===== config.mk =====
export PLATFORM = sky130hd
export DESIGN_NAME = ps2_key_decoder
export DESIGN_NICKNAME = d
export VERILOG_FILES = /design/src/rtl/ps2_keys_pkg.sv /design/src/rtl/ps2_key_decoder_prefix_fsm.sv /design/src/rtl/ps2_key_decoder.sv
export SDC_FILE = /design/constraint.sdc
export NUM_CORES = 1
export LEC_CHECK = 0
export CAP_MARGIN = 15
export CORE_ASPECT_RATIO = 0.7
export CORE_MARGIN = 2
export CORE_UTILIZATION = 44
export CTS_CLUSTER_DIAMETER = 200
export DETAILED_ROUTE_END_ITERATION = 6
export DONT_BUFFER_PORTS = 1
export SLEW_MARGIN = 20
export SYNTH_ARGS = -nofsm -noshare
export SYNTH_HDL_FRONTEND = slang
export SYNTH_HIERARCHICAL = 1
export SYNTH_SLANG_ARGS = --single-unit
export TNS_END_PERCENT = 10

===== constraint.sdc =====
create_clock -name clk -period 1.5 [get_ports clk]
set_input_delay 0.3 -clock clk [delete_from_list [all_inputs] [get_ports clk]]
set_output_delay 0.3 -clock clk [all_outputs]
set_load 0.03 [all_outputs]

===== src/rtl/ps2_keys_pkg.sv =====
// Shared PS/2 set-2 definitions for the key decoder: scan codes, prefix FSM
// state encoding, direction nibble bit positions and key-map helpers.
// Optional feature macro: PS2_ARROW_KEYS_EN (arrow keys alias player two).
package ps2_keys_pkg;

   // Player one letter keys
   localparam logic [7:0] SC_W = 8'h1D;
   localparam logic [7:0] SC_A = 8'h1C;
   localparam logic [7:0] SC_S = 8'h1B;
   localparam logic [7:0] SC_D = 8'h23;
   // Player two letter keys
   localparam logic [7:0] SC_I = 8'h43;
   localparam logic [7:0] SC_J = 8'h3B;
   localparam logic [7:0] SC_K = 8'h42;
   localparam logic [7:0] SC_L = 8'h4B;
   // Prefixes
   localparam logic [7:0] SC_BREAK = 8'hF0;
   localparam logic [7:0] SC_EXT   = 8'hE0;
   // Extended arrow codes (second byte after E0)
   localparam logic [7:0] SC_UP    = 8'h75;
   localparam logic [7:0] SC_LEFT  = 8'h6B;
   localparam logic [7:0] SC_DOWN  = 8'h72;
   localparam logic [7:0] SC_RIGHT = 8'h74;

   // Direction nibble bit positions, shared with the datapath direction decode
   localparam int BIT_UP    = 3;
   localparam int BIT_LEFT  = 2;
   localparam int BIT_DOWN  = 1;
   localparam int BIT_RIGHT = 0;

   typedef enum logic [1:0] {
      ST_IDLE,
      ST_BRK,
      ST_EXT,
      ST_EXT_BRK
   } prefix_state_t;

   // One-hot direction for a player one scan code (zero when unmapped)
   function automatic logic [3:0] map_p1(input logic [7:0] code);
      logic [3:0] m;
      m = 4'b0000;
      case (code)
         SC_W:    m[BIT_UP]    = 1'b1;
         SC_A:    m[BIT_LEFT]  = 1'b1;
         SC_S:    m[BIT_DOWN]  = 1'b1;
         SC_D:    m[BIT_RIGHT] = 1'b1;
         default: m = 4'b0000;
      endcase
      return m;
   endfunction

   // One-hot direction for a player two scan code (zero when unmapped)
   function automatic logic [3:0] map_p2(input logic [7:0] code);
      logic [3:0] m;
      m = 4'b0000;
      case (code)
         SC_I:    m[BIT_UP]    = 1'b1;
         SC_J:    m[BIT_LEFT]  = 1'b1;
         SC_K:    m[BIT_DOWN]  = 1'b1;
         SC_L:    m[BIT_RIGHT] = 1'b1;
         default: m = 4'b0000;
      endcase
      return m;
   endfunction

   // One-hot direction for an extended arrow code (zero when unmapped)
   function automatic logic [3:0] map_arrow(input logic [7:0] code);
      logic [3:0] m;
      m = 4'b0000;
      case (code)
         SC_UP:    m[BIT_UP]    = 1'b1;
         SC_LEFT:  m[BIT_LEFT]  = 1'b1;
         SC_DOWN:  m[BIT_DOWN]  = 1'b1;
         SC_RIGHT: m[BIT_RIGHT] = 1'b1;
         default:  m = 4'b0000;
      endcase
      return m;
   endfunction

endpackage


===== src/rtl/ps2_key_decoder_prefix_fsm.sv =====
// Prefix tracker for the PS/2 byte stream. Follows F0/E0 prefixes, classifies
// each payload byte as a make or a break (plain or extended), and aborts a
// half-finished prefix sequence after TIMEOUT_CYCLES quiet cycles.
module ps2_prefix_fsm
   import ps2_keys_pkg::*;
#(
   parameter int TIMEOUT_CYCLES = 50000,
   parameter int CNT_W          = 16
) (
   input  logic       clk,
   input  logic       resetn,
   input  logic       byte_valid,
   input  logic [7:0] byte_data,
   output logic       make_strobe,
   output logic       break_strobe,
   output logic       ext,
   output logic [7:0] code,
   output logic       seq_abort
);

   localparam logic [CNT_W-1:0] CNT_LAST = CNT_W'(TIMEOUT_CYCLES - 1);

   prefix_state_t    state_q, state_d;
   logic [CNT_W-1:0] cnt_q, cnt_d;
   logic             seq_abort_q, seq_abort_d;

   // Next state, timeout counter and payload classification
   always_comb begin
      state_d      = state_q;
      cnt_d        = cnt_q;
      seq_abort_d  = 1'b0;
      make_strobe  = 1'b0;
      break_strobe = 1'b0;
      case (state_q)
         ST_IDLE: begin
            cnt_d = '0;
            if (byte_valid) begin
               if (byte_data == SC_BREAK)    state_d = ST_BRK;
               else if (byte_data == SC_EXT) state_d = ST_EXT;
               else                          make_strobe = 1'b1;
            end
         end
         ST_BRK: begin
            if (byte_valid) begin
               break_strobe = 1'b1;
               state_d      = ST_IDLE;
            end
         end
         ST_EXT: begin
            if (byte_valid) begin
               if (byte_data == SC_BREAK) begin
                  state_d = ST_EXT_BRK;
               end else begin
                  make_strobe = 1'b1;
                  state_d     = ST_IDLE;
               end
            end
         end
         ST_EXT_BRK: begin
            if (byte_valid) begin
               break_strobe = 1'b1;
               state_d      = ST_IDLE;
            end
         end
         default: state_d = ST_IDLE;
      endcase
      // Any byte restarts the count (entry into the next prefix state loads 0);
      // a quiet prefix state counts up and gives up at the last count.
      if (state_q != ST_IDLE) begin
         if (byte_valid) begin
            cnt_d = '0;
         end else if (cnt_q == CNT_LAST) begin
            state_d     = ST_IDLE;
            cnt_d       = '0;
            seq_abort_d = 1'b1;
         end else begin
            cnt_d = cnt_q + 1'b1;
         end
      end
   end

   // State, counter and abort pulse registers
   always_ff @(posedge clk) begin
      if (!resetn) begin
         state_q     <= ST_IDLE;
         cnt_q       <= '0;
         seq_abort_q <= 1'b0;
      end else begin
         state_q     <= state_d;
         cnt_q       <= cnt_d;
         seq_abort_q <= seq_abort_d;
      end
   end

   assign ext       = (state_q == ST_EXT) || (state_q == ST_EXT_BRK);
   assign code      = byte_data;
   assign seq_abort = seq_abort_q;

endmodule


===== src/rtl/ps2_key_decoder.sv =====
// PS/2 key decoder: converts set-2 scan bytes into per-player direction
// nibbles. Each key has a held bit (tracks make/break) and a pending bit that
// survives a short tap until the player's direction is consumed.
// Optional feature macro: PS2_ARROW_KEYS_EN (arrow keys alias player two).
module ps2_key_decoder
   import ps2_keys_pkg::*;
#(
   parameter int TIMEOUT_CYCLES = 50000,
   parameter int CNT_W          = 16
) (
   input  logic       clk,
   input  logic       resetn,
   input  logic       byte_valid,
   input  logic [7:0] byte_data,
   input  logic       consume1,
   input  logic       consume2,
   output logic [3:0] player_one,
   output logic [3:0] player_two,
   output logic       seq_abort
);

   logic       make_strobe, break_strobe, ext;
   logic [7:0] code;
   logic [3:0] m1, m2;
   logic [3:0] held1_q, held1_d, held2_q, held2_d;
   logic [3:0] pend1_q, pend1_d, pend2_q, pend2_d;
   logic [3:0] player_one_q, player_one_d, player_two_q, player_two_d;

   ps2_prefix_fsm #(
      .TIMEOUT_CYCLES(TIMEOUT_CYCLES),
      .CNT_W         (CNT_W)
   ) u_prefix_fsm (
      .clk         (clk),
      .resetn      (resetn),
      .byte_valid  (byte_valid),
      .byte_data   (byte_data),
      .make_strobe (make_strobe),
      .break_strobe(break_strobe),
      .ext         (ext),
      .code        (code),
      .seq_abort   (seq_abort)
   );

   assign m1 = map_p1(code);
   assign m2 = map_p2(code);

`ifdef PS2_ARROW_KEYS_EN
   logic [3:0] ma;
   logic [3:0] arrow_q, arrow_d;
   assign ma = map_arrow(code);
`endif

   // Held/pending update; a make in the consume cycle wins over the clear
   always_comb begin
      held1_d = held1_q;
      held2_d = held2_q;
      pend1_d = consume1 ? 4'b0000 : pend1_q;
      pend2_d = consume2 ? 4'b0000 : pend2_q;
      if (make_strobe && !ext) begin
         held1_d = held1_d | m1;
         pend1_d = pend1_d | m1;
         held2_d = held2_d | m2;
         pend2_d = pend2_d | m2;
      end
      if (break_strobe && !ext) begin
         held1_d = held1_d & ~m1;
         held2_d = held2_d & ~m2;
      end
`ifdef PS2_ARROW_KEYS_EN
      arrow_d = arrow_q;
      if (make_strobe && ext) begin
         arrow_d = arrow_d | ma;
         pend2_d = pend2_d | ma;
      end
      if (break_strobe && ext) begin
         arrow_d = arrow_d & ~ma;
      end
      player_two_d = held2_d | arrow_d | pend2_d;
`else
      player_two_d = held2_d | pend2_d;
`endif
      player_one_d = held1_d | pend1_d;
   end

   // Key state and registered direction outputs
   always_ff @(posedge clk) begin
      if (!resetn) begin
         held1_q      <= 4'b0000;
         held2_q      <= 4'b0000;
         pend1_q      <= 4'b0000;
         pend2_q      <= 4'b0000;
         player_one_q <= 4'b0000;
         player_two_q <= 4'b0000;
      end else begin
         held1_q      <= held1_d;
         held2_q      <= held2_d;
         pend1_q      <= pend1_d;
         pend2_q      <= pend2_d;
         player_one_q <= player_one_d;
         player_two_q <= player_two_d;
      end
   end

`ifdef PS2_ARROW_KEYS_EN
   // Arrow-alias held bits, kept apart from the IJKL held bits
   always_ff @(posedge clk) begin
      if (!resetn) arrow_q <= 4'b0000;
      else         arrow_q <= arrow_d;
   end
`endif

   assign player_one = player_one_q;
   assign player_two = player_two_q;

endmodule


== Word level (Yosys, flattened, before mapping) ==
Cells that the tools add are included.
Storage, ports and cells
  output and inout bits: 9
  bits in registers: 43
  bits of input ports: 13
  logic and storage cells: 84
Cells by class
  $add $sub $neg: 1
  reductions and logical operators: 9
  equal/unequal tests: 14
  bitwise gates (word level): 12
  muxes and demuxes: 39
Operator list (number)
  two-way mux 16 bit: 4
  two-way mux 4 bit: 8
  equality test 8 x 5 -> 1 bit, second input constant: 3
  equality test 8 x 7 -> 1 bit, second input constant: 3
  bitwise OR 4 bit: 6
  two-way mux 2 bit: 9
  adder 16 x 1 -> 16 bit, second input constant: 1
  equality test 16 bit, second input constant: 1
  equality test 8 x 6 -> 1 bit, second input constant: 2
  equality test 8 bit, second input constant: 2
  two-way mux 1 bit: 16
  bitwise AND 4 bit: 2
  inverter 4 bit: 2
  one-hot mux 2 bit (3 select lines): 1
  equality test 2 bit, second input constant: 2
  nonzero test 2 bit: 2
  OR reduction 3 bit: 1
  equality test 2 x 1 -> 1 bit, second input constant: 1
  logical AND 1 bit: 2
  zero test 2 bit: 1
  inverter 1 bit: 2
  one-hot mux 1 bit (2 select lines): 1
  OR reduction 2 bit: 1
  zero test 1 bit: 1
  logical OR 1 bit: 1

== Logic depth before layout (Yosys ltp) ==
Gate-level depths: netlist (run 1).
  depth in word-level cells: 10
  mapped depth: 7
  depth with buffers taken out: 6

== Modules after synthesis ==
Netlist (run 1), hierarchy kept.
By module, submodules not included
  ps2_key_decoder: instances 1, area each 997.2 um^2, cells an instance 97, seq. area each 480.5 um^2
  ps2_prefix_fsm: instances 1, area each 965.9 um^2, cells an instance 108, seq. area each 380.4 um^2

== Worst setup path before layout (run 1) ==
No wires, ideal clock.
  path kind: input to register
  start point: input port byte_data[3]
  end point: register held2_q[0]
  library setup time: 91 ps
  required time: 1409 ps
  arrival: 1560 ps
  path buffers: 1
  setup slack: -151 ps
  cell stages on the path: 7
  cell sequence: nor4_1 -> and4_1 -> a211oi_1 -> nor2b_1 -> clkbuf_1 -> a31oi_1 -> a311oi_1
On the way
  longest elaborated chain between the ends: 9
  elaborated cells between the ends (all ways): 16
  those cells by class: 3 x eq/ne; 9 x mux; 3 x bitwise; 1 x reduce/logical
Ends and longest elaborated chain
  start: declaration: line ps2_key_decoder.sv:14  | input logic [7:0] byte_data,
  equality test 8 bit: line ps2_key_decoder_prefix_fsm.sv:39  | else if (byte_data == SC_EXT) state_d = ST_EXT;
  two-way mux 1 bit: line ps2_key_decoder_prefix_fsm.sv:39
  two-way mux 1 bit: line ps2_key_decoder_prefix_fsm.sv:38  | if (byte_data == SC_BREAK) state_d = ST_BRK;
  two-way mux 1 bit: line ps2_key_decoder_prefix_fsm.sv:37  | if (byte_valid) begin
  one-hot mux 1 bit (2 select lines) *: line ps2_key_decoder_prefix_fsm.sv:34  | case (state_q)
  named net make_strobe: line ps2_key_decoder.sv:22  | logic make_strobe, break_strobe, ext;
  logical AND 1 bit *: line ps2_key_decoder.sv:59  | if (make_strobe && !ext) begin
  two-way mux 4 bit *: line ps2_key_decoder.sv:59
  bitwise AND 4 bit: line ps2_key_decoder.sv:67  | held2_d = held2_d & ~m2;
  two-way mux 4 bit *: line ps2_key_decoder.sv:65  | if (break_strobe && !ext) begin
  end signal: assignment: line ps2_key_decoder.sv:96  | held2_q <= held2_d;
  end: declaration: line ps2_key_decoder.sv:25  | logic [3:0] held1_q, held1_d, held2_q, held2_d;
Mark *: on every way through the listed nets, which the timed path passes. The rest lies on a longest branch.
A chain may end at the register's enable or synchronous reset.

== Final worst setup path (run 1) ==
  start point: register u_prefix_fsm.state_q[1]
  end point: register player_two_q[0], in the netlist player_two[0]
On the way
  elaborated cells between the ends (all ways): 16
  those cells by class: 3 x eq/ne; 5 x mux; 2 x bitwise; 6 x reduce/logical
RTL lines
  start: declaration: line ps2_key_decoder_prefix_fsm.sv:23  | prefix_state_t state_q, state_d;
  start signal: assignment: line ps2_key_decoder_prefix_fsm.sv:89  | state_q <= state_d;
  equality test 2 bit / zero test 2 bit (equally long branches): line ps2_key_decoder_prefix_fsm.sv:34
  one-hot mux 1 bit (2 select lines) *: line ps2_key_decoder_prefix_fsm.sv:34
  named net make_strobe: line ps2_key_decoder.sv:22
  logical AND 1 bit *: line ps2_key_decoder.sv:59
  two-way mux 4 bit: line ps2_key_decoder.sv:59
  bitwise AND 4 bit: line ps2_key_decoder.sv:67
  two-way mux 4 bit: line ps2_key_decoder.sv:65
  bitwise OR 4 bit *: line ps2_key_decoder.sv:80  | player_two_d = held2_d | pend2_d;
  end signal: assignment: line ps2_key_decoder.sv:100  | player_two_q <= player_two_d;
  end: declaration: line ps2_key_decoder.sv:27  | logic [3:0] player_one_q, player_one_d, player_two_q, player_two_d;
Marks and branches as above.

==> flow_summary.html, run 1 <==
<table>
<tr><th>Metric</th><th>Value</th></tr>
<tr><th colspan="2">Drt</th></tr>
<tr><td>Vias/cell</td><td>5.844</td></tr>
<tr><td>DRT antenna net count</td><td>0</td></tr>
<tr><td>Drt initial violations</td><td>126</td></tr>
<tr><td>Total vias in the final route</td><td>1613</td></tr>
<tr><td>DR pass1 iterations</td><td>5</td></tr>
<tr><td>Drt drc</td><td>0</td></tr>
<tr><td>Total detailed-routing wirelength</td><td>4615 um</td></tr>
<tr><td>Wire length per cell after detailed routing</td><td>16.72 um</td></tr>
<tr><th colspan="2">Pwr</th></tr>
<tr><td>Overall power</td><td>1.936 mW</td></tr>
<tr><td>Pint</td><td>1.500 mW</td></tr>
<tr><td>Reg power frac</td><td>59.0%</td></tr>
<tr><td>P_leak</td><td>0.8118 nW</td></tr>
<tr><td>Switching share of power</td><td>22.52%</td></tr>
<tr><td>Gate power share</td><td>3.4%</td></tr>
<tr><td>Pwr/cell area</td><td>859.8 mW/mm^2</td></tr>
<tr><td>Net switching component of the power</td><td>0.4362 mW</td></tr>
<tr><td>Maximum ir drop on the vdd rail</td><td>0.0004632 V</td></tr>
<tr><td>Clk pwr share</td><td>37.6%</td></tr>
<tr><th colspan="2">Logic synthesis</th></tr>
<tr><td>Number of standard cells after synthesis</td><td>205</td></tr>
<tr><td>Total number of yosys warnings</td><td>6</td></tr>
<tr><td>Part of the Yosys area used for sequential elements</td><td>43.85%</td></tr>
<tr><td>Predominant post-synthesis flop cell</td><td>dfxtp_1</td></tr>
<tr><td>Unique cell type count in the Yosys netlist</td><td>48</td></tr>
<tr><td>Post-Synthesis Net Count</td><td>219</td></tr>
<tr><td>Library cell with the largest summed area after synthesis</td><td>dfxtp_1</td></tr>
<tr><td>Top area cells in the synthesized netlist</td><td>dfxtp_1 44%, xnor2_1 4.9%, nor2_1 4.2%</td></tr>
<tr><td>Asr flop ratio synth</td><td>0%</td></tr>
<tr><td>Combined area of all synthesized cells</td><td>0.001963 mm^2</td></tr>
<tr><td>Number of enable flip-flop cells after synthesis</td><td>0</td></tr>
<tr><td>Top cell type's share of synthesized area</td><td>43.85%</td></tr>
<tr><td>Syn Area/Cell</td><td>9.576 um^2</td></tr>
<tr><td>Number of synthesized register bits</td><td>43</td></tr>
<tr><th colspan="2">STA</th></tr>
<tr><td>Setup repair after global routing missed its margin</td><td>true</td></tr>
<tr><td>Setup Total Neg Slack</td><td>0 ps</td></tr>
<tr><td>Worst-case headroom to the max-slew limit</td><td>63.63%</td></tr>
<tr><td>Worst-case hold slack</td><td>134.6 ps</td></tr>
<tr><td>Post-layout min period</td><td>1473 ps</td></tr>
<tr><td>Final count of hold timing violations</td><td>0</td></tr>
<tr><td>Worst Clk Skew</td><td>6.651 ps</td></tr>
<tr><td>Ratio of final minimum period to clock period</td><td>98.22%</td></tr>
<tr><td>Transition time of the tightest slew-check pin</td><td>537.9 ps</td></tr>
<tr><td>Setup violators final</td><td>0</td></tr>
<tr><td>Timing-limited maximum frequency</td><td>0.6788 GHz</td></tr>
<tr><td>Max-slew violation count</td><td>0</td></tr>
<tr><th colspan="2">Placement</th></tr>
<tr><td>Count of placed standard cells including taps</td><td>266</td></tr>
<tr><td>Final HPWL DP</td><td>3152 um</td></tr>
<tr><td>Count of input and output buffers</td><td>0</td></tr>
<tr><td>Global placement routability congestion</td><td>0.7979</td></tr>
<tr><th colspan="2">Final layout</th></tr>
<tr><td>Fin util</td><td>52.33%</td></tr>
<tr><td>Final non-filler cell total</td><td>276</td></tr>
<tr><td>Most frequent cells in the layout</td><td>41 x dfxtp_1, 23 x buf_4, 22 x nor2_1, 11 x nand2_1, 11 x xnor2_1</td></tr>
<tr><td>Signed area change from the synthesized netlist to the final layout</td><td>14.72%</td></tr>
<tr><td>Final net count</td><td>234</td></tr>
<tr><td>Antenna Diode Count</td><td>0</td></tr>
<tr><td>Leading cell type in the layout, fill and taps excluded</td><td>dfxtp_1</td></tr>
<tr><td>Share of cells above drive strength 1</td><td>23.08%</td></tr>
<tr><th colspan="2">Clock tree</th></tr>
<tr><td>Hold buffer count at CTS</td><td>0</td></tr>
<tr><td>CTS tree</td><td>yes</td></tr>
<tr><td>CTS root buf</td><td>clkbuf_8</td></tr>
<tr><td>Clk slew on worst S/H paths</td><td>80 ps</td></tr>
<tr><td>Clock sink count</td><td>43</td></tr>
<tr><td>Maximum buffer depth of the clock tree</td><td>2</td></tr>
<tr><td>Clock insertion delay at the later pin of the skew report</td><td>310 ps</td></tr>
<tr><td>Number of buffers created by CTS</td><td>5</td></tr>
<tr><td>Maximum level of the CTS H-tree</td><td>2</td></tr>
<tr><th colspan="2">Flow run</th></tr>
<tr><td>Number of violations of the max-capacitance limit</td><td>0</td></tr>
<tr><th colspan="2">Run status</th></tr>
<tr><td>Outcome</td><td>completed</td></tr>
<tr><th colspan="2">Critical path</th></tr>
<tr><td>Crit-path cells</td><td>nand2b_1 &gt; a211oi_2 &gt; nor2b_4 &gt; buf_4 &gt; a32oi_1 &gt; o22ai_1</td></tr>
<tr><td>Maximum fanout encountered on the critical timing path</td><td>4</td></tr>
<tr><td>Crit path capture type</td><td>register</td></tr>
<tr><td>Type of element launching the critical path</td><td>register</td></tr>
<tr><td>Worst path slowest cell</td><td>dfxtp_1</td></tr>
<tr><td>Arrival time of data at the critical path endpoint</td><td>1690 ps</td></tr>
<tr><td>Kind of critical path</td><td>register to register</td></tr>
<tr><td>Required time reported for the critical path endpoint</td><td>1720 ps</td></tr>
<tr><td>Minimum setup slack among reg-to-reg paths</td><td>30 ps</td></tr>
<tr><td>Delay of the slowest cell on the worst path</td><td>340 ps</td></tr>
<tr><th colspan="2">Floorplan</th></tr>
<tr><td>Number of primary I/O pins</td><td>22</td></tr>
<tr><td>Row Count</td><td>20</td></tr>
<tr><td>Die Footprint</td><td>0.005020 mm^2</td></tr>
<tr><td>Area of the core</td><td>0.004304 mm^2</td></tr>
<tr><td>Horizontal die dimension</td><td>83.84 um</td></tr>
<tr><td>Initial standard-cell utilization of the core</td><td>45.61%</td></tr>
<tr><td>Y dimension of the die</td><td>59.89 um</td></tr>
<tr><th colspan="2">Global routing</th></tr>
<tr><td>Initial antenna violation count</td><td>0</td></tr>
<tr><td>Number of global-route vias before repair</td><td>1550</td></tr>
<tr><td>First-pass GRT wire length</td><td>7396 um</td></tr>
<tr><td>Overall fraction of global-route tracks in use</td><td>19.41%</td></tr>
<tr><td>Largest net degree at the start of global routing</td><td>20</td></tr>
<tr><td>Total gr overflow</td><td>0</td></tr>
<tr><th colspan="2">Worst hold path</th></tr>
<tr><td>Worst min-delay path category</td><td>primary input to register</td></tr>
</table>
## synth_stat cells (all sizes together) (2+ instances only)
| master | number |
|---|---|
| and3b | 2 |
| nor4b | 5 |
| and4b | 2 |
| nor2 | 22 |
| and4 | 2 |
| inv | 6 |
| nand4 | 6 |
| nor3 | 8 |
| o22ai | 3 |
| a32oi | 3 |
| xor2 | 3 |
| nor2b | 5 |
| xnor2 | 11 |
| nand2b | 2 |
| nor4bb | 2 |
| clkbuf | 5 |
| a31oi | 8 |
| nor3b | 3 |
| a32o | 3 |
| buf | 10 |
| and4bb | 3 |
| nand2 | 11 |
| and3 | 6 |
| nor4 | 5 |
| a31o | 3 |
| o211ai | 2 |
| dfxtp | 43 |
| nand3 | 8 |
## power by group through the flow
| stage | sequential [mW] | clock (mW) | combinational [mW] |
|---|---|---|---|
| after floorplan | 1.17 | 0 | 0.0679 |
| after global placement | 1.17 | 0 | 0.0536 |
| after detailed placement | 1.17 | 0 | 0.0545 |
| after CTS | 1.14 | 0.745 | 0.0607 |
| after global routing | 1.14 | 0.795 | 0.0707 |
| final | 1.14 | 0.727 | 0.0656 |
## through the flow
stage               setup WS (ps)  area, um^2
floorplan                  -102.6        1964
global placement           -320.9        2095
detailed placement         -481.8        2095
CTS                         8.672        2198
global route               -96.50        2252
finish                      26.75        2252
## layer usage
layer / GRT usage (%) / part of all wire [%]
met2: 30.63 / 44
met1: 24.64 / 48
met5: 0 / 0
met3: 5.525 / 5.4
met4: 10.14 / 2.1
## layout make-up
type / instances / area [um^2]
Fill cell: 390 / 2052
Multi-Input combinational cell: 141 / 1044
Sequential cell: 43 / 863.3
Timing Repair Buffer: 23 / 172.7
Clock buffer: 7 / 76.32
Tap cell: 55 / 68.82
Inverter: 6 / 22.52
Clock inverter: 1 / 5.005
## logic make-up (layout without fill, tap and decap cells)
| logic type | after synthesis | after routing | synth area share, % |
|---|---|---|---|
| fa+ha+maj | 1 | 1 | 0.6372 |
| compound gates | 30 | 30 | 11.79 |
| flops | 43 | 43 | 43.85 |
| xor+xnor | 14 | 14 | 6.246 |
| simple gates | 96 | 96 | 31.49 |
| buf+inv | 21 | 37 | 5.991 |
## path summary, 6_finish.rpt
kind                           startpoint                       to  cells past startpoint
setup / recovery  u_prefix_fsm/state_q[1]            player_two[0]                      6
hold / removal                     resetn  u_prefix_fsm/state_q[1]                      1
setup reg to reg  u_prefix_fsm/state_q[1]            player_two[0]                      6
hold reg to reg                held1_q[2]            player_one[2]                      2
## critical path: cells and delay by family, from the launching register on
kind                   cells  cell delay, ps
AOI/OAI and AO/OA          3             580
and+or+nand+nor            2             310
DFF                        1             340
buffers and inverters      1             150
## repair_timing
item | 4_1_cts | 5_1_grt
pin swaps | 0 | 5
endpoints found under the setup margin | 16 | 32
buffers inserted | 2 | 0
resized for setup | 2 | 12
## registers in the layout, summed over array words and instances, names as in the netlist
name,flops
held1_q,4
u_prefix_fsm/state_q,2
pend1_q,4
player_one,4
u_prefix_fsm/seq_abort,1
pend2_q,4
player_two,4
held2_q,4
u_prefix_fsm/cnt_q,16
(Power assumes the default switching activity.)
==> inputs of run 2 (changes only) <==
Settings changed: CORE_UTILIZATION 44 to 59, CTS_BUF_LIST set to sky130_fd_sc_hd__clkbuf_8, PLACE_DENSITY set to 0.78.
==> run 2 against run 1 <==
Compared with the run above:
- final area decreased by 2.3%
- wire length fell by 7.0%
- maximum frequency shrank 1.2%
- global-route usage is 5.1 points higher
- clock-buffer cell count shrank 2
- sequential share of layout area is 0.80 points higher
- power shrank 1.4%
- hold slack got worse by 1.3 ps
- largest power group unchanged
==> flow_summary.html, run 2 (synthesis gave the netlist of run 1 again) <==
<table>
<tr><th>Metric</th><th>Value</th></tr>
<tr><th colspan="2">Drt</th></tr>
<tr><td>Drt drc</td><td>0 (unchanged)</td></tr>
<tr><td>Total detailed-routing wirelength</td><td>4290 um (-7.0%)</td></tr>
<tr><td>DR pass1 iterations</td><td>4 (-1)</td></tr>
<tr><td>Vias/cell</td><td>6.314 (+8.0%)</td></tr>
<tr><td>Wire length per cell after detailed routing</td><td>16.63 um (-0.56%)</td></tr>
<tr><td>DRT antenna net count</td><td>0 (unchanged)</td></tr>
<tr><td>Drt initial violations</td><td>128 (+1.6%)</td></tr>
<tr><td>Total vias in the final route</td><td>1629 (+0.99%)</td></tr>
<tr><th colspan="2">STA</th></tr>
<tr><td>Post-layout min period</td><td>1491 ps (+17.88 ps)</td></tr>
<tr><td>Transition time of the tightest slew-check pin</td><td>474.1 ps (-63.85 ps)</td></tr>
<tr><td>Setup violators final</td><td>0 (unchanged)</td></tr>
<tr><td>Max-slew violation count</td><td>0 (unchanged)</td></tr>
<tr><td>Final count of hold timing violations</td><td>0 (unchanged)</td></tr>
<tr><td>Worst-case headroom to the max-slew limit</td><td>68.26% (+4.6 points)</td></tr>
<tr><td>Ratio of final minimum period to clock period</td><td>99.41% (+1.2 points)</td></tr>
<tr><td>Worst Slack Setup Final</td><td>8.869 ps (-17.88 ps)</td></tr>
<tr><td>Timing-limited maximum frequency</td><td>0.6706 GHz (-1.2%)</td></tr>
<tr><td>Worst Clk Skew</td><td>4.301 ps (-2.351 ps)</td></tr>
<tr><td>Setup repair after global routing missed its margin</td><td>true</td></tr>
<tr><th colspan="2">Pwr</th></tr>
<tr><td>Switching share of power</td><td>21.87% (-0.65 points)</td></tr>
<tr><td>Maximum ir drop on the vdd rail</td><td>0.0005556 V (+20%)</td></tr>
<tr><td>Pwr/cell area</td><td>867.8 mW/mm^2 (+0.93%)</td></tr>
<tr><td>Gate power share</td><td>3.4% (about the same)</td></tr>
<tr><td>Reg power frac</td><td>59.9% (+0.9 points)</td></tr>
<tr><td>Overall power</td><td>1.909 mW (-1.4%)</td></tr>
<tr><td>P_leak</td><td>0.8023 nW (-1.2%)</td></tr>
<tr><td>Pint</td><td>1.491 mW (-0.60%)</td></tr>
<tr><td>Net switching component of the power</td><td>0.4175 mW (-4.3%)</td></tr>
<tr><td>Clk pwr share</td><td>36.7% (-0.9 points)</td></tr>
<tr><th colspan="2">Critical path</th></tr>
<tr><td>Delay of the slowest cell on the worst path</td><td>450 ps (+110 ps)</td></tr>
<tr><td>Required time reported for the critical path endpoint</td><td>1690 ps (-30 ps)</td></tr>
<tr><td>Crit-path cells</td><td>buf_4 &gt; nand3_1 &gt; nor4_1 &gt; xnor2_1 &gt; nor2_1</td></tr>
<tr><td>Arrival time of data at the critical path endpoint</td><td>1680 ps (about the same)</td></tr>
<tr><td>Minimum setup slack among reg-to-reg paths</td><td>9 ps (-20 ps)</td></tr>
<tr><td>Worst reg2reg startpoint</td><td>u_prefix_fsm/cnt_q[0]</td></tr>
<tr><td>Type of element launching the critical path</td><td>register</td></tr>
<tr><td>Maximum fanout encountered on the critical timing path</td><td>6 (+2)</td></tr>
<tr><td>Reg2Reg Depth</td><td>5 (-1)</td></tr>
<tr><td>Kind of critical path</td><td>register to register</td></tr>
<tr><td>Crit path capture type</td><td>register</td></tr>
<tr><td>Worst path slowest cell</td><td>nor4_1</td></tr>
<tr><td>Worst reg2reg path endpoint</td><td>u_prefix_fsm/cnt_q[11]</td></tr>
<tr><th colspan="2">Clock tree</th></tr>
<tr><td>Number of buffers created by CTS</td><td>5 (unchanged)</td></tr>
<tr><td>CTS root buf</td><td>clkbuf_8</td></tr>
<tr><td>Maximum level of the CTS H-tree</td><td>2 (unchanged)</td></tr>
<tr><td>Clock sink count</td><td>43 (unchanged)</td></tr>
<tr><td>Clock insertion delay at the later pin of the skew report</td><td>290 ps (-20 ps)</td></tr>
<tr><td>Clk slew on worst S/H paths</td><td>80 ps (about the same)</td></tr>
<tr><td>CTS tree</td><td>yes</td></tr>
<tr><td>Maximum buffer depth of the clock tree</td><td>2 (unchanged)</td></tr>
<tr><td>Hold buffer count at CTS</td><td>0 (unchanged)</td></tr>
<tr><th colspan="2">Global routing</th></tr>
<tr><td>First-pass GRT wire length</td><td>6913 um (-6.5%)</td></tr>
<tr><td>Initial antenna violation count</td><td>0 (unchanged)</td></tr>
<tr><td>Largest net degree at the start of global routing</td><td>20 (unchanged)</td></tr>
<tr><td>Total gr overflow</td><td>0 (unchanged)</td></tr>
<tr><td>Number of global-route vias before repair</td><td>1498 (-3.4%)</td></tr>
<tr><td>Overall fraction of global-route tracks in use</td><td>24.55% (+5.1 points)</td></tr>
<tr><th colspan="2">Final layout</th></tr>
<tr><td>Most frequent cells in the layout</td><td>43 x dfxtp_1, 22 x nor2_1, 22 x buf_4, 11 x nand2_1, 11 x xnor2_1</td></tr>
<tr><td>Register with the most flip-flops</td><td>u_prefix_fsm/cnt_q</td></tr>
<tr><td>Fin util</td><td>69.40% (+17 points)</td></tr>
<tr><td>Final non-filler cell total</td><td>258 (-6.5%)</td></tr>
<tr><td>Share of cells above drive strength 1</td><td>20.91% (-2.2 points)</td></tr>
<tr><td>Leading cell type in the layout, fill and taps excluded</td><td>dfxtp_1</td></tr>
<tr><td>Area of the multi-input gates</td><td>0.001018 mm^2 (-2.4%)</td></tr>
<tr><td>Final net count</td><td>233 (-0.43%)</td></tr>
<tr><td>Sequential standard cell area</td><td>860.8 um^2 (-0.29%)</td></tr>
<tr><td>Number of flip-flops under the largest register name</td><td>16 (unchanged)</td></tr>
<tr><td>Antenna Diode Count</td><td>0 (unchanged)</td></tr>
<tr><td>Count of filler cells inserted in the layout</td><td>234 (-40%)</td></tr>
<tr><td>Signed area change from the synthesized netlist to the final layout</td><td>12.05%</td></tr>
<tr><th colspan="2">Worst hold path</th></tr>
<tr><td>Worst min-delay path category</td><td>primary input to register</td></tr>
<tr><td>Min-Delay Path Depth</td><td>1 (unchanged)</td></tr>
<tr><td>Startpoint of the most critical hold path</td><td>resetn</td></tr>
<tr><td>Endpoint, Worst Hold</td><td>u_prefix_fsm/state_q[1]</td></tr>
<tr><th colspan="2">Run status</th></tr>
<tr><td>Outcome</td><td>completed</td></tr>
<tr><th colspan="2">Floorplan</th></tr>
<tr><td>Die Footprint</td><td>0.003812 mm^2 (-24%)</td></tr>
<tr><td>Area of the core</td><td>0.003169 mm^2 (-26%)</td></tr>
<tr><td>Number of primary I/O pins</td><td>22 (unchanged)</td></tr>
<tr><td>Horizontal die dimension</td><td>72.95 um (-13%)</td></tr>
<tr><td>Row Count</td><td>17 (-15%)</td></tr>
<tr><td>Initial standard-cell utilization of the core</td><td>61.94% (+16 points)</td></tr>
<tr><td>Y dimension of the die</td><td>52.26 um (-13%)</td></tr>
<tr><th colspan="2">Placement</th></tr>
<tr><td>Count of placed standard cells including taps</td><td>247 (-7.1%)</td></tr>
<tr><td>Count of input and output buffers</td><td>0 (unchanged)</td></tr>
<tr><td>Final HPWL DP</td><td>2940 um (-6.7%)</td></tr>
<tr><td>Global placement routability congestion</td><td>0.8498 (+6.5%)</td></tr>
<tr><td>Setup slack at placement</td><td>-395.7 ps (+86.10 ps)</td></tr>
<tr><th colspan="2">Flow run</th></tr>
<tr><td>Number of violations of the max-capacitance limit</td><td>0 (unchanged)</td></tr>
</table>
run 2: layout make-up:
cell class                 instances  share of cell area [%]
multi-input combinational        141                   46.30
sequential                        43                   39.14
timing repair buffer              22                   7.509
clock buffer                       5                   3.129
tap                               38                   2.162
inverter                           6                   1.024
clock inverter                     3                  0.7395
run 2: critical path, delay by kind of cell, from the launching register on:
| family | cells | cell delay [ps] |
|---|---|---|
| xor gates and xnor gates | 1 | 180 |
| buffers and inverters | 1 | 120 |
| DFF | 1 | 340 |
| and+or+nand+nor | 3 | 750 |
run 2: power by group through the flow:
stage,registers (mW),clock network [mW],logic (mW)
after floorplan,1.17,0,0.0679
after global placement,1.17,0,0.0548
after detailed placement,1.17,0,0.0562
after CTS,1.14,0.721,0.0602
after global routing,1.14,0.763,0.0680
final,1.14,0.701,0.0640
run 2: how the worst max path moves through the flow:
stage,from,end,slack [ps]
floorplan,byte_data[1],player_one[1],-100
global placement,byte_data[7],held1_q[1],-320
detailed placement,byte_data[7],held1_q[0],-400
CTS,u_prefix_fsm/cnt_q[5],u_prefix_fsm/cnt_q[6],-30
global route,u_prefix_fsm/cnt_q[5],u_prefix_fsm/state_q[1],-30
finish,u_prefix_fsm/cnt_q[0],u_prefix_fsm/cnt_q[11],9
run 2: what timing repair did:
action | 4_1_cts | 5_1_grt
pin swaps | 0 | 4
setup buffers | 1 | 2
setup endpoints to repair | 29 | 34
resized for setup | 2 | 6
run 2: metrics by stage:
step	setup TNS, ps	area, um^2	hold WS (ps)
after global placement	-3910	2058	440.6
after global routing	-79.29	2200	126.7
after detailed placement	-5191	2058	435.2
after CTS	-203.2	2158	127.4
after floorplan	-414.1	1964	429.7
final	0	2200	133.3
run 2: per-layer routing:
layer	routed length (um)	vias up	GRT usage, %
li1	-	779	-
met1	2006	757	34.13
met2	1857	86	34.55
met3	360	7	9.038
met4	65	0	9.259
met5	0	-	0
==> inputs of run 3 (changes only) <==
Settings changed: CORE_UTILIZATION 59 to 65, PLACE_DENSITY 0.78 to 0.81, REMOVE_ABC_BUFFERS set to 1.
Clock period 1.5 ns to 1.74 ns, I/O delays scaled along.
==> run 3 against run 2 <==
Compared with the run above:
- wire length down 0.40%
- final area down 5.8%
- maximum frequency fell by 6.6%
- die area is 8.6% lower
- first-iteration DRC count is 35% lower
- critical endpoint is now u_prefix_fsm/state_q[1]
- clock-buffer cell count rose by 1
- highest routed layer unchanged
==> flow_summary.html, run 3 (synthesis gave the netlist of run 1 again) <==
<table>
<tr><th>Metric</th><th>Value</th></tr>
<tr><th colspan="2">Global routing</th></tr>
<tr><td>Total gr overflow</td><td>0 (unchanged)</td></tr>
<tr><td>Initial antenna violation count</td><td>0 (unchanged)</td></tr>
<tr><td>First-pass GRT wire length</td><td>7148 um (+3.4%)</td></tr>
<tr><td>Overall fraction of global-route tracks in use</td><td>26.48% (+1.9 points)</td></tr>
<tr><td>Largest net degree at the start of global routing</td><td>20 (unchanged)</td></tr>
<tr><td>Number of global-route vias before repair</td><td>1589 (+6.1%)</td></tr>
<tr><th colspan="2">Final layout</th></tr>
<tr><td>Register with the most flip-flops</td><td>u_prefix_fsm/cnt_q</td></tr>
<tr><td>Antenna Diode Count</td><td>0 (unchanged)</td></tr>
<tr><td>Signed area change from the synthesized netlist to the final layout</td><td>5.545%</td></tr>
<tr><td>Most frequent cells in the layout</td><td>43 x dfxtp_1, 22 x nor2_1, 11 x nand2_1, 11 x xnor2_1</td></tr>
<tr><td>Share of cells above drive strength 1</td><td>13.17% (-7.7 points)</td></tr>
<tr><td>Number of flip-flops under the largest register name</td><td>16 (unchanged)</td></tr>
<tr><td>Final net count</td><td>219 (-6.0%)</td></tr>
<tr><td>Leading cell type in the layout, fill and taps excluded</td><td>dfxtp_1</td></tr>
<tr><th colspan="2">Pwr</th></tr>
<tr><td>Switching share of power</td><td>21.07% (-0.81 points)</td></tr>
<tr><td>P_leak</td><td>0.7293 nW (-9.1%)</td></tr>
<tr><td>Net switching component of the power</td><td>0.3513 mW (-16%)</td></tr>
<tr><td>Reg power frac</td><td>59.1% (-0.8 points)</td></tr>
<tr><td>Clk pwr share</td><td>38.1% (+1.4 points)</td></tr>
<tr><td>Pwr/cell area</td><td>804.7 mW/mm^2 (-7.3%)</td></tr>
<tr><td>Pint</td><td>1.316 mW (-12%)</td></tr>
<tr><td>Gate power share</td><td>2.8% (-0.6 points)</td></tr>
<tr><td>Maximum ir drop on the vdd rail</td><td>0.0006120 V (+10%)</td></tr>
<tr><th colspan="2">Drt</th></tr>
<tr><td>Vias/cell</td><td>6.643 (+5.2%)</td></tr>
<tr><td>Total detailed-routing wirelength</td><td>4273 um (-0.40%)</td></tr>
<tr><td>DR pass1 iterations</td><td>4 (unchanged)</td></tr>
<tr><td>Drt drc</td><td>0 (unchanged)</td></tr>
<tr><td>Drt initial violations</td><td>83 (-35%)</td></tr>
<tr><td>DRT antenna net count</td><td>0 (unchanged)</td></tr>
<tr><td>Total vias in the final route</td><td>1601 (-1.7%)</td></tr>
<tr><td>Wire length per cell after detailed routing</td><td>17.73 um (+6.6%)</td></tr>
<tr><th colspan="2">Floorplan</th></tr>
<tr><td>Area of the core</td><td>0.002843 mm^2 (-10%)</td></tr>
<tr><td>Row Count</td><td>16 (-1)</td></tr>
<tr><td>Initial standard-cell utilization of the core</td><td>69.06% (+7.1 points)</td></tr>
<tr><td>Horizontal die dimension</td><td>69.69 um (-4.5%)</td></tr>
<tr><td>Die Footprint</td><td>0.003483 mm^2 (-8.6%)</td></tr>
<tr><td>Y dimension of the die</td><td>49.98 um (-4.4%)</td></tr>
<tr><td>Number of primary I/O pins</td><td>22 (unchanged)</td></tr>
<tr><th colspan="2">STA</th></tr>
<tr><td>Setup violators final</td><td>0 (unchanged)</td></tr>
<tr><td>Setup repair after global routing missed its margin</td><td>false</td></tr>
<tr><td>Max-slew violation count</td><td>0 (unchanged)</td></tr>
<tr><td>Worst-case headroom to the max-slew limit</td><td>60.89% (-7.4 points)</td></tr>
<tr><td>Transition time of the tightest slew-check pin</td><td>578.7 ps (+104.7 ps)</td></tr>
<tr><td>Timing-limited maximum frequency</td><td>0.6264 GHz (-6.6%)</td></tr>
<tr><td>Post-layout min period</td><td>1596 ps (+105.4 ps)</td></tr>
<tr><td>Worst Clk Skew</td><td>5.060 ps (+0.7589 ps)</td></tr>
<tr><td>Ratio of final minimum period to clock period</td><td>91.75% (-7.7 points)</td></tr>
<tr><td>Setup Total Neg Slack</td><td>0 ps (unchanged)</td></tr>
<tr><td>Worst Slack Setup Final</td><td>143.5 ps (+134.6 ps)</td></tr>
<tr><td>Final count of hold timing violations</td><td>0 (unchanged)</td></tr>
<tr><th colspan="2">Critical path</th></tr>
<tr><td>Type of element launching the critical path</td><td>register</td></tr>
<tr><td>Maximum fanout encountered on the critical timing path</td><td>4 (-2)</td></tr>
<tr><td>Worst reg2reg path endpoint</td><td>u_prefix_fsm/state_q[1]</td></tr>
<tr><td>Crit path capture type</td><td>register</td></tr>
<tr><td>First element of the critical path</td><td>u_prefix_fsm/cnt_q[0]</td></tr>
<tr><td>Required time reported for the critical path endpoint</td><td>1930 ps (+240 ps)</td></tr>
<tr><td>Minimum setup slack among reg-to-reg paths</td><td>140 ps (+130 ps)</td></tr>
<tr><td>Reg2Reg Depth</td><td>4 (-1)</td></tr>
<tr><td>Kind of critical path</td><td>register to register</td></tr>
<tr><td>Worst setup path end</td><td>u_prefix_fsm/state_q[1]</td></tr>
<tr><td>Arrival time of data at the critical path endpoint</td><td>1780 ps (+100 ps)</td></tr>
<tr><td>Worst reg2reg startpoint</td><td>u_prefix_fsm/cnt_q[0]</td></tr>
<tr><th colspan="2">Clock tree</th></tr>
<tr><td>CTS tree</td><td>yes</td></tr>
<tr><td>Setup bufs post-CTS</td><td>0 (-1)</td></tr>
<tr><td>Maximum buffer depth of the clock tree</td><td>2 (unchanged)</td></tr>
<tr><td>Clk slew on worst S/H paths</td><td>80 ps (about the same)</td></tr>
<tr><td>CTS root buf</td><td>clkbuf_8</td></tr>
<tr><td>Hold buffer count at CTS</td><td>0 (unchanged)</td></tr>
<tr><td>Clock insertion delay at the later pin of the skew report</td><td>300 ps (about the same)</td></tr>
<tr><td>Clock sink count</td><td>43 (unchanged)</td></tr>
<tr><td>Number of buffers created by CTS</td><td>5 (unchanged)</td></tr>
<tr><td>Maximum level of the CTS H-tree</td><td>2 (unchanged)</td></tr>
<tr><th colspan="2">Placement</th></tr>
<tr><td>Final HPWL DP</td><td>3033 um (+3.2%)</td></tr>
<tr><td>Count of input and output buffers</td><td>0 (unchanged)</td></tr>
<tr><td>Global placement routability congestion</td><td>0.8779 (+3.3%)</td></tr>
<tr><td>Setup slack at placement</td><td>-39.81 ps (+355.9 ps)</td></tr>
<tr><th colspan="2">Worst hold path</th></tr>
<tr><td>Startpoint of the most critical hold path</td><td>resetn</td></tr>
<tr><td>Worst min-delay path category</td><td>primary input to register</td></tr>
<tr><th colspan="2">Run status</th></tr>
<tr><td>Outcome</td><td>completed</td></tr>
<tr><th colspan="2">Flow run</th></tr>
<tr><td>Number of violations of the max-capacitance limit</td><td>0 (unchanged)</td></tr>
</table>
==> run 3: power groups by stage <==
stage / logic (mW) / registers, mW / clock network (mW)
floorplan: 0.0320 / 1.01 / 0
CTS: 0.0458 / 0.986 / 0.639
finish: 0.0468 / 0.986 / 0.635
global placement: 0.0436 / 1.01 / 0
detailed placement: 0.0454 / 1.01 / 0
global route: 0.0495 / 0.986 / 0.683
==> run 3: worst min-delay path by stage <==
stage / depth (start not counted) / end / slack (ps)
4_1_cts: 1 / u_prefix_fsm/state_q[1] / 170
6_report: 1 / u_prefix_fsm/state_q[1] / 180
3_3_place_gp: 2 / player_one[2] / 440
3_5_place_dp: 1 / u_prefix_fsm/cnt_q[0] / 450
2_1_floorplan: 1 / u_prefix_fsm/cnt_q[0] / 430
5_1_grt: 1 / u_prefix_fsm/state_q[1] / 160
==> run 3: per-stage QoR <==
stage | cells | instance area [um^2] | utilization (%) | hold slack, ps | total power [mW]
2_1_floorplan | 190 | 1868 | - | 429.8 | 1.041
3_3_place_gp | 234 | 1973 | 69.41 | 442.2 | 1.053
3_5_place_dp | 234 | 1973 | 69.41 | 452.6 | 1.054
4_1_cts | 241 | 2061 | 72.49 | 173.8 | 1.670
5_1_grt | 241 | 2072 | 72.89 | 163.8 | 1.718
6_report | 241 | 2072 | 72.89 | 180.7 | 1.667
==> run 3: metal layers <==
layer | track usage [%] | part of all wire, % | routed length (um) | vias to the layer above
li1 | - | - | - | 749
met3 | 8.589 | 7.2 | 309 | 11
met1 | 33.76 | 44 | 1896 | 777
met4 | 11.86 | 1.7 | 72 | 0
met2 | 41.35 | 47 | 1993 | 64
met5 | 0 | 0 | 0 | -
==> run 3: critical path, stage by stage (launching register included) <==
cell and delay, ps:
dfxtp_1 380, ha_1 240, and3_1 220, nand4_1 240, o311a_1 400
==> run 3: what timing repair did <==
item,in CTS,in global routing
endpoints found under the hold margin,0,0
resized for setup,0,2
endpoints found under the setup margin,0,15
==> run 3: layout make-up <==
type	count	area (um^2)
multi-input combinational	141	996.0
sequential	43	860.8
fill	199	770.7
clock buffer	6	82.58
timing repair buffer	8	60.06
tap	36	45.04
inverter	6	22.52
clock inverter	1	5.005
==> variant: new RTL, flow settings as in run 1 <==
The 4 states of `prefix_state_t` get a one-hot encoding in 4 bits.
--- a/src/rtl/ps2_keys_pkg.sv
+++ b/src/rtl/ps2_keys_pkg.sv
@@ -28,11 +28,11 @@
    localparam int BIT_DOWN  = 1;
    localparam int BIT_RIGHT = 0;
 
-   typedef enum logic [1:0] {
-      ST_IDLE,
-      ST_BRK,
-      ST_EXT,
-      ST_EXT_BRK
+   typedef enum logic [3:0] {
+      ST_IDLE    = 4'b0001,
+      ST_BRK     = 4'b0010,
+      ST_EXT     = 4'b0100,
+      ST_EXT_BRK = 4'b1000
    } prefix_state_t;
 
    // One-hot direction for a player one scan code (zero when unmapped)
Formal check against the unedited RTL: same outputs for any inputs over 4 cycles, from zero or initial values and one cycle with resetn low; so few cycles prove little.
==> variant against run 1 <==
The flow now finishes with violations (negative setup slack). Wire length down 1.3%. Global-route usage down 2.2 points. Largest power group unchanged. Cell area up 18%. Sequential share of layout area down 4.2 points. Maximum frequency down 9.3%. Sequential cell count up 2. Synthesized area up 14%. Highest routed layer unchanged. Total power up 14%. Sequential power up 5%. Worst setup slack worse by 0.15 ns. First-iteration DRC count down 35%. Hold slack worse by 0.012 ns.
==> variant: results (changes against run 1) <==
| Metric | Value |
|---|---|
| Syn nets | 248 (+13%) |
| Post-synthesis compound-gate area fraction | 13.1% (+1.3 points) |
| Pre-CTS setup slack | -0.376 ns (+0.105 ns) |
| Crit path DAT | 1.83 ns (+0.14 ns) |
| Worst setup margin | -0.125 ns (-0.152 ns) |
| Synth top area cells | dfxtp_1, xnor2_1, nor2_1 |
| Adder-Cell Fraction of Synth Area | 0.558% (-0.079 points) |
| Fillcell total | 442 (+13%) |
| # resized after CTS | 9 (+7) |
| Status | complete, but fails checks |
| DP HPWL | 3200 um (+1.5%) |
| Overall Power | 2.22 mW (+14%) |
| Gr busiest metal | met1 |
| Endpoints failing setup | 9 (+9) |
| Met2 wire length | 1710 um (-17%) |
| Int Pwr | 1.73 mW (+15%) |
| Max_slew headroom | 67.3% (+3.7 points) |
| Met1 Resource Use GR | 27.5% (+2.9 points) |
| Failing checks | negative setup slack |
| DR iter-0 viols | 82 (-35%) |
| Fraction of area in multi-input gates | 49.5% (+3.2 points) |
| Post-DP Area | 2410 um^2 (+15%) |
| Critical-path top delay cell | dfxtp_2 |
| M2 GR Usage | 21.3% (-9.3 points) |
| Post-synth cell types | 52 (+8.3%) |
| Sequential cell count | 45 (+4.7%) |
| Met1 WL | 2520 um (+13%) |
| Leakage power total | 0.937 nW (+15%) |
| Inverters | 7 (+1) |
| Top cells by count, synth | dfxtp_1, nor2_1, xnor2_1 |
| Clock distribution power | 0.941 mW (+29%) |
| Area share of the largest cell type after synthesis | 40.2% (-3.6 points) |
| Placed cells | 309 (+16%) |
| Row count | 21 (+5.0%) |
==> variant: cell count changes after synthesis, sizes merged, moves of 2 or more <==
cell / change
a211oi: +3
and4: -2
buf: +4
dfxtp: +2
nand2: +2
nand3: +2
nor2: +4
nor2b: +3
nor3: +2
nor4b: +2
o21ai: +2
xnor2: +4
==> variant: path summary, 6_finish.rpt <==
kind                                      start                                 to  slack, ns  cells past startpoint
max          u_prefix_fsm/state_q[0]$_SDFF_PN1_           player_one[1]$_SDFF_PN0_      -0.12                      6
min                                      resetn  u_prefix_fsm/seq_abort$_SDFF_PP0_       0.12                      2
max reg2reg  u_prefix_fsm/state_q[0]$_SDFF_PN1_           player_one[1]$_SDFF_PN0_      -0.12                      6
min reg2reg    u_prefix_fsm/cnt_q[0]$_SDFF_PN0_   u_prefix_fsm/cnt_q[0]$_SDFF_PN0_       0.46                      1
